==> src/rtl/loop_filter_kcounter.sv <==
// loop_filter_kcounter: modulo-K up/down counter loop filter for the DPLL.
// Integrates the synchronised phase-detector error and emits one-cycle
// carry (advance) and borrow (retard) pulses when the count wraps.
// Optional lock detector enabled by defining LOOP_FILTER_LOCK_DETECT_EN.
module loop_filter_kcounter #(
    parameter int CNT_WIDTH         = 8,
    parameter int SYNC_STAGES       = 2,
    parameter int LOCK_WINDOW_WIDTH = 16
) (
    input  logic                 clk,
    input  logic                 rstN,
    input  logic                 errSig,
    input  logic                 enable,
    input  logic [CNT_WIDTH-1:0] modK,
    output logic                 carry,
    output logic                 borrow,
    output logic [CNT_WIDTH-1:0] count,
    output logic                 locked
);

    localparam logic [CNT_WIDTH-1:0] RstCount = CNT_WIDTH'(1) << (CNT_WIDTH - 2);
    localparam logic [CNT_WIDTH-1:0] RstK     = CNT_WIDTH'(1) << (CNT_WIDTH - 1);
    localparam logic [CNT_WIDTH-1:0] MinK     = CNT_WIDTH'(2);

    logic [SYNC_STAGES-1:0] r_sync;
    logic                   w_errSync;
    logic [CNT_WIDTH-1:0]   r_kReg;
    logic [CNT_WIDTH-1:0]   r_count;
    logic                   r_carry;
    logic                   r_borrow;
    logic [CNT_WIDTH-1:0]   w_effK;

    assign w_errSync = r_sync[SYNC_STAGES-1];
    assign w_effK    = (modK < MinK) ? MinK : modK;

    // Synchronise the asynchronous phase-detector output into the clk domain.
    always_ff @(posedge clk or negedge rstN) begin
        if (!rstN) begin
            r_sync <= '0;
        end else begin
            r_sync <= {r_sync[SYNC_STAGES-2:0], errSig};
        end
    end

    // K counter: reload midscale while disabled, count up/down with wrap pulses while enabled.
    always_ff @(posedge clk or negedge rstN) begin
        if (!rstN) begin
            r_kReg   <= RstK;
            r_count  <= RstCount;
            r_carry  <= 1'b0;
            r_borrow <= 1'b0;
        end else begin
            r_carry  <= 1'b0;
            r_borrow <= 1'b0;
            if (!enable) begin
                r_kReg  <= w_effK;
                r_count <= w_effK >> 1;
            end else if (w_errSync) begin
                if (r_count == r_kReg - 1'b1) begin
                    r_count <= '0;
                    r_carry <= 1'b1;
                end else begin
                    r_count <= r_count + 1'b1;
                end
            end else begin
                if (r_count == '0) begin
                    r_count  <= r_kReg - 1'b1;
                    r_borrow <= 1'b1;
                end else begin
                    r_count <= r_count - 1'b1;
                end
            end
        end
    end

    assign count  = r_count;
    assign carry  = r_carry;
    assign borrow = r_borrow;

`ifdef LOOP_FILTER_LOCK_DETECT_EN
    logic [LOCK_WINDOW_WIDTH-1:0] r_lockCnt;
    logic [LOCK_WINDOW_WIDTH-1:0] w_lockNext;
    logic                         r_locked;

    // Quiet-cycle counter: clears on a correction pulse or disable, otherwise saturates upward.
    always_comb begin
        w_lockNext = r_lockCnt;
        if (!enable || r_carry || r_borrow) begin
            w_lockNext = '0;
        end else if (r_lockCnt != '1) begin
            w_lockNext = r_lockCnt + 1'b1;
        end
    end

    // Register the quiet count and flag lock while it sits at full scale.
    always_ff @(posedge clk or negedge rstN) begin
        if (!rstN) begin
            r_lockCnt <= '0;
            r_locked  <= 1'b0;
        end else begin
            r_lockCnt <= w_lockNext;
            r_locked  <= (w_lockNext == '1);
        end
    end

    assign locked = r_locked;
`else
    // Constant low for any legal window width; no lock logic is built.
    assign locked = (LOCK_WINDOW_WIDTH == 0);
`endif

endmodule
==> config.mk <==
export PLATFORM = sky130hd
export DESIGN_NAME = loop_filter_kcounter
export DESIGN_NICKNAME = d
export VERILOG_FILES = /design/src/rtl/loop_filter_kcounter.sv
export SDC_FILE = /design/constraint.sdc
export NUM_CORES = 1
export LEC_CHECK = 0
export ABC_AREA = 1
export CORE_UTILIZATION = 54
export DETAILED_ROUTE_END_ITERATION = 16
export HOLD_SLACK_MARGIN = 0.08
export PLACE_DENSITY = 0.79
export SYNTH_ARGS = -nofsm -noshare
export SYNTH_HDL_FRONTEND = slang
export SYNTH_SLANG_ARGS = --single-unit
==> constraint.sdc <==
create_clock -name clk -period 2.3 [get_ports clk]
set_input_delay 0.46 -clock clk [delete_from_list [all_inputs] [get_ports clk]]
set_output_delay 0.46 -clock clk [all_outputs]
set_load 0.005 [all_outputs]
# Word-level counts from Yosys, hierarchy flattened
# Cells that the tools add are included.
# W data, S select, Z words.
# word_totals
reg_bits,20
inputBits,12
output_inout_bits,11
word_cells,22
# op_classes
add_sub_neg,3
magnitude_cmp,1
eq_ne,1
mux,11
n_reduce_logical,1
# op_table
op,n
$mux W8,5
$sub A8 B1 Y8 const B,2
$add A8 B1 Y8 const B,1
$eq A8 B8 Y1,1
$logic_not A8 Y1,1
$lt A8 B2 Y1 const B,1
$mux W1,6

# Logic depth before layout (Yosys ltp)
# depth
depth_word,5
depth_mapped,13
ltp_nobuf,13

# Worst setup path after synthesis
# No wires, ideal clock.
# synth_path
path_kind,register -> register
start,register r_kReg[0]
end,register r_count[5] (netlist: count[5])
setup_ns,0.117
arrival_ns,1.563
required_ns,2.183
setup_slack_ns,0.620
path_stages_with_launch,12
path_buffers,0
period_less_slack_ns,1.680
cell_sequence,dfrtp_1 inv_2 ha_1 or2_1 nand3_1 nand2_1 nor3_4 nand3_4 nand2_1 nand2_1 nand2_1 nand2_1
# synth_between
elab_chain_cells,5
word_cells_on_any_way,6
classes_between,add/sub: 1; eq/ne: 1; mux: 4
# synth_lines
item,line_no,rtl
start: declaration,27,logic [CNT_WIDTH-1:0] r_kReg;
start signal: assignment,48,r_kReg <= RstK;
start signal: assignment,56,r_kReg <= w_effK;
$sub A8 B1 Y8 *,"59, 67",
$eq A8 B8 Y1,59,if (r_count == r_kReg - 1'b1) begin
$mux W8,59,
$mux W8 *,58,end else if (w_errSync) begin
$mux W8 *,55,if (!enable) begin
end signal: assignment,57,r_count <= w_effK >> 1;
end signal: assignment,63,r_count <= r_count + 1'b1;
end signal: assignment,67,r_count <= r_kReg - 1'b1;
end: declaration,28,logic [CNT_WIDTH-1:0] r_count;
# Mark *: on every way between the ends. The rest lies on a longest branch, timed or not.
# A chain may end at the register's enable or synchronous reset.

# Final worst setup path
# Same ends and word-level chain as after synthesis.

==> flow_summary.ini <==
[status]
run_status = finished, final reports clean

[setup_path]
critPathLaunchType = register
timing_endpoint_of_the_critical_path = count[5]$_DFF_PN0_
cp.arrival_ns = 2.13
reg2reg_depth = 12
worst_setup_startpoint = r_kReg[0]$_DFFE_PN0N_
crit_type = reg -> reg
regToRegEndpoint = count[5]$_DFF_PN0_
r2r_setup_slack_ns = 0.38
rr_startpoint = r_kReg[0]$_DFFE_PN0N_
critical_path_peak_fanout = 9
cp-end-kind = register
worstPathRequired_ns = 2.51

[pwr]
intPower_mw = 0.649
static-leakage-power_nw = 0.901
sequential_power_share = 0.428
total_switching_power_mw = 0.389
power.switching_fraction = 0.375
power.share.combinational = 0.369
design_power_total_mw = 1.04
p_per_area_mw_per_mm2 = 559
vdd_drop_max_mv = 0.517
pwr-share-clk = 0.203

[clock_tree]
cts_tree = built
clock_tree.buffer_depth = 2
post_cts.repair.setup_buffers = 0
cts-resized-gates = 0
clock_sinks = 20
clock_buffers_created_by_tritoncts = 3
cts-root-buf = sky130_fd_sc_hd__clkbuf_4
clock_insertion_delay_worst_skew_ns = 0.31
h-tree-depth = 1
postCtsHoldBufs = 0
register_clock_pin_slew_on_the_reported_worst_setup_and_hold_paths_ns = 0.12

[layout]
post_route_cells_drive_above_1_share = 0.143
diodes = 0
flow.area_growth_from_synthesis_pct = 18.0
postLayoutCellArea_sq_mm = 0.00186
register_area_sq_um = 503
nFillCells = 249
design.final.nets = 262
total_area_of_multi_input_combinational_cells_sq_um = 922

[detailed_routing]
met3_wirelength_um = 152
vias = 1548
highest_layer = met4
route.met2.wl_um = 1820
initial_detailed_routing_violation_count = 71
m1WireLength_um = 1640
route.detailed.wl_per_inst_um = 13.3
post_drt_via_cell_ratio = 5.61
detail-route-antenna-nets = 0
drcViolationCount = 0
routed_wl_um = 3680
first_pass_iteration_count_of_the_detailed_router = 6

[hold_path]
worstHoldPathType = reg -> reg

[timing]
fmax_mhz = 522
final.period_utilization = 0.834
timing.setup.tns_ns = 0
final_hold_violations = 0
rsz0062_at_grt = false
finalClockSkew_ns = 0.00486
final-setup-viol-count = 0
period_needed_ns = 1.92
slew_viols_final = 0

[logic_synthesis]
ys_seq_elements = 20
synthCells = 221
postSynthNetCount = 237
ys_types = 37
syn_area_per_cell_sq_um = 7.12
synthesis.area_sq_mm = 0.00157
yosys_warnings = 0
seq_area_frac_synth = 0.320

[floorplan]
io_pins = 23
num_rows = 19
fp.coreArea_sq_mm = 0.00276
die-area_sq_mm = 0.00313
die-width_um = 56.0
die_height_um = 56.0
initial_utilization = 0.570

[grt]
pin_count_of_the_biggest_net_entering_global_routing = 16
grt_pass1_vias = 1483
global_route.usage.total = 0.269
global_route_wire_length_before_repair_um = 6450
grt_antenna_before_repair = 0
global_route.overflow_total = 0

[place]
dpl_wire_length_um = 2970
instance_area_after_placement_sq_mm = 0.00182
gp_congestion = 0.907
portBuffers = 21

[flow_run]
max_cap_violations = 0
how the worst min path moves through the flow:
stage | depth (start not counted) | endpoint | slack (ns) | from
final | 0 | r_sync[1]$_DFF_PN0_ | 0.37 | r_sync[0]$_DFF_PN0_
after global routing | 0 | r_sync[1]$_DFF_PN0_ | 0.38 | r_sync[0]$_DFF_PN0_
after CTS | 0 | r_sync[1]$_DFF_PN0_ | 0.37 | r_sync[0]$_DFF_PN0_
after detailed placement | 0 | r_sync[1]$_DFF_PN0_ | 0.34 | r_sync[0]$_DFF_PN0_
after global placement | 0 | r_sync[1]$_DFF_PN0_ | 0.33 | r_sync[0]$_DFF_PN0_
after floorplan | 0 | borrow$_DFF_PN0_ | 0.16 | rstN
power groups by stage:
stage               combinational [mW]  sequential (mW)  clock, mW
finish                           0.383            0.444      0.211
CTS                              0.383            0.444      0.212
global placement                 0.375            0.451          0
detailed placement               0.381            0.451          0
floorplan                        0.279            0.433          0
global route                     0.430            0.452      0.229
per-stage QoR:
step / util / cells / hold WS [ns] / worst slack, ns
finish: 0.673 / 276 / 0.366 / 0.383
global route: 0.673 / 276 / 0.381 / 0.184
CTS: 0.673 / 276 / 0.369 / 0.376
detailed placement: 0.660 / 272 / 0.342 / 0.392
global placement: 0.660 / 272 / 0.334 / 0.420
floorplan: - / 221 / 0.164 / 0.620
layout make-up:
class,count,share of cell area
well taps,31,0.0209
clock buffers,4,0.0196
multi-input cells,167,0.497
repair buffers,26,0.134
flip-flops and latches,20,0.271
inverters,28,0.0580
cells in the mapped netlist:
| master | instances | area share |
|---|---|---|
| sky130_fd_sc_hd__nand2_1 | 60 | 0.14 |
| sky130_fd_sc_hd__nand3_1 | 25 | 0.080 |
| sky130_fd_sc_hd__inv_1 | 24 | 0.057 |
| sky130_fd_sc_hd__dfrtp_1 | 18 | 0.29 |
| sky130_fd_sc_hd__nor2_1 | 14 | 0.033 |
| sky130_fd_sc_hd__o21ai_0 | 9 | 0.029 |
| sky130_fd_sc_hd__nand2_2 | 7 | 0.028 |
| sky130_fd_sc_hd__nand4_1 | 7 | 0.028 |
| sky130_fd_sc_hd__xor2_1 | 7 | 0.039 |
| sky130_fd_sc_hd__o21ai_1 | 5 | 0.016 |
| sky130_fd_sc_hd__ha_1 | 4 | 0.032 |
| sky130_fd_sc_hd__nor2_2 | 3 | 0.012 |
| sky130_fd_sc_hd__nor2_4 | 3 | 0.021 |
| sky130_fd_sc_hd__a21oi_1 | 2 | 0.0064 |
| sky130_fd_sc_hd__a31oi_1 | 2 | 0.0080 |
| sky130_fd_sc_hd__buf_2 | 2 | 0.0064 |
| sky130_fd_sc_hd__buf_4 | 2 | 0.0095 |
| sky130_fd_sc_hd__dfstp_2 | 2 | 0.033 |
| sky130_fd_sc_hd__inv_2 | 2 | 0.0048 |
| sky130_fd_sc_hd__nor3_1 | 2 | 0.0064 |
| sky130_fd_sc_hd__nor3_2 | 2 | 0.013 |
| sky130_fd_sc_hd__nor3_4 | 2 | 0.021 |
| sky130_fd_sc_hd__nor4_1 | 2 | 0.0080 |
| sky130_fd_sc_hd__o21bai_1 | 2 | 0.0095 |
| sky130_fd_sc_hd__a21oi_2 | 1 | 0.0056 |
| sky130_fd_sc_hd__buf_6 | 1 | 0.0072 |
| sky130_fd_sc_hd__clkbuf_1 | 1 | 0.0024 |
| sky130_fd_sc_hd__clkinv_1 | 1 | 0.0024 |
| sky130_fd_sc_hd__conb_1 | 1 | 0.0024 |
| sky130_fd_sc_hd__inv_4 | 1 | 0.0040 |
| sky130_fd_sc_hd__nand3_2 | 1 | 0.0064 |
| sky130_fd_sc_hd__nand3_4 | 1 | 0.011 |
| sky130_fd_sc_hd__o211ai_1 | 1 | 0.0048 |
| sky130_fd_sc_hd__o22ai_1 | 1 | 0.0040 |
| sky130_fd_sc_hd__or2_1 | 1 | 0.0040 |
| sky130_fd_sc_hd__xnor2_1 | 1 | 0.0056 |
| sky130_fd_sc_hd__xor2_2 | 1 | 0.010 |
routing by layer:
metal	track usage	vias to the layer above
li1	-	764
met1	0.358	722
met2	0.451	53
met3	0.0233	9
met4	0.108	0
met5	0	-
state kept, by name, summed over array words and instances, names as in the netlist:
| signal | flops |
|---|---|
| borrow | 1 |
| carry | 1 |
| count | 8 |
| r_kReg | 8 |
| r_sync | 2 |
worst max-delay path, stage by stage, from the launching register on:
cell and delay, ns:
sky130_fd_sc_hd__dfrtp_1 0.42, sky130_fd_sc_hd__inv_2 0.15, sky130_fd_sc_hd__ha_1 0.28, sky130_fd_sc_hd__or2_1 0.15, sky130_fd_sc_hd__nand2_1 0.07, sky130_fd_sc_hd__nand2_1 0.06
sky130_fd_sc_hd__nand2_1 0.08, sky130_fd_sc_hd__nor3_4 0.20, sky130_fd_sc_hd__nand3_4 0.16, sky130_fd_sc_hd__nand2_1 0.09, sky130_fd_sc_hd__nand2_1 0.06, sky130_fd_sc_hd__nand2_1 0.06
sky130_fd_sc_hd__nand2_1 0.04
cells in the final DEF, fill, tap and decap left out, types with 2 or more instances in the layout:
| cell type | count |
|---|---|
| sky130_fd_sc_hd__a21oi_1 | 2 |
| sky130_fd_sc_hd__a31oi_1 | 2 |
| sky130_fd_sc_hd__buf_4 | 5 |
| sky130_fd_sc_hd__clkbuf_4 | 3 |
| sky130_fd_sc_hd__clkdlybuf4s50_1 | 21 |
| sky130_fd_sc_hd__dfrtp_1 | 18 |
| sky130_fd_sc_hd__dfstp_2 | 2 |
| sky130_fd_sc_hd__ha_1 | 4 |
| sky130_fd_sc_hd__inv_1 | 24 |
| sky130_fd_sc_hd__inv_2 | 2 |
| sky130_fd_sc_hd__nand2_1 | 60 |
| sky130_fd_sc_hd__nand2_2 | 7 |
| sky130_fd_sc_hd__nand3_1 | 25 |
| sky130_fd_sc_hd__nand4_1 | 7 |
| sky130_fd_sc_hd__nor2_1 | 14 |
| sky130_fd_sc_hd__nor2_2 | 3 |
| sky130_fd_sc_hd__nor2_4 | 3 |
| sky130_fd_sc_hd__nor3_1 | 2 |
| sky130_fd_sc_hd__nor3_2 | 2 |
| sky130_fd_sc_hd__nor3_4 | 2 |
| sky130_fd_sc_hd__nor4_1 | 2 |
| sky130_fd_sc_hd__o21ai_0 | 9 |
| sky130_fd_sc_hd__o21ai_1 | 5 |
| sky130_fd_sc_hd__o21bai_1 | 2 |
| sky130_fd_sc_hd__xor2_1 | 7 |
cell families (layout without fill, tap and decap cells):
kind of cell,Yosys count,count (layout),synth area share
buf+inv,34,58,0.0939
other cells,1,1,0.00238
compound gates,23,23,0.0827
simple gates,130,130,0.414
flops,20,20,0.320
fa+ha+maj,4,4,0.0318
xor+xnor,9,9,0.0549
No activity file was read; power rests on OpenSTA's default activity.
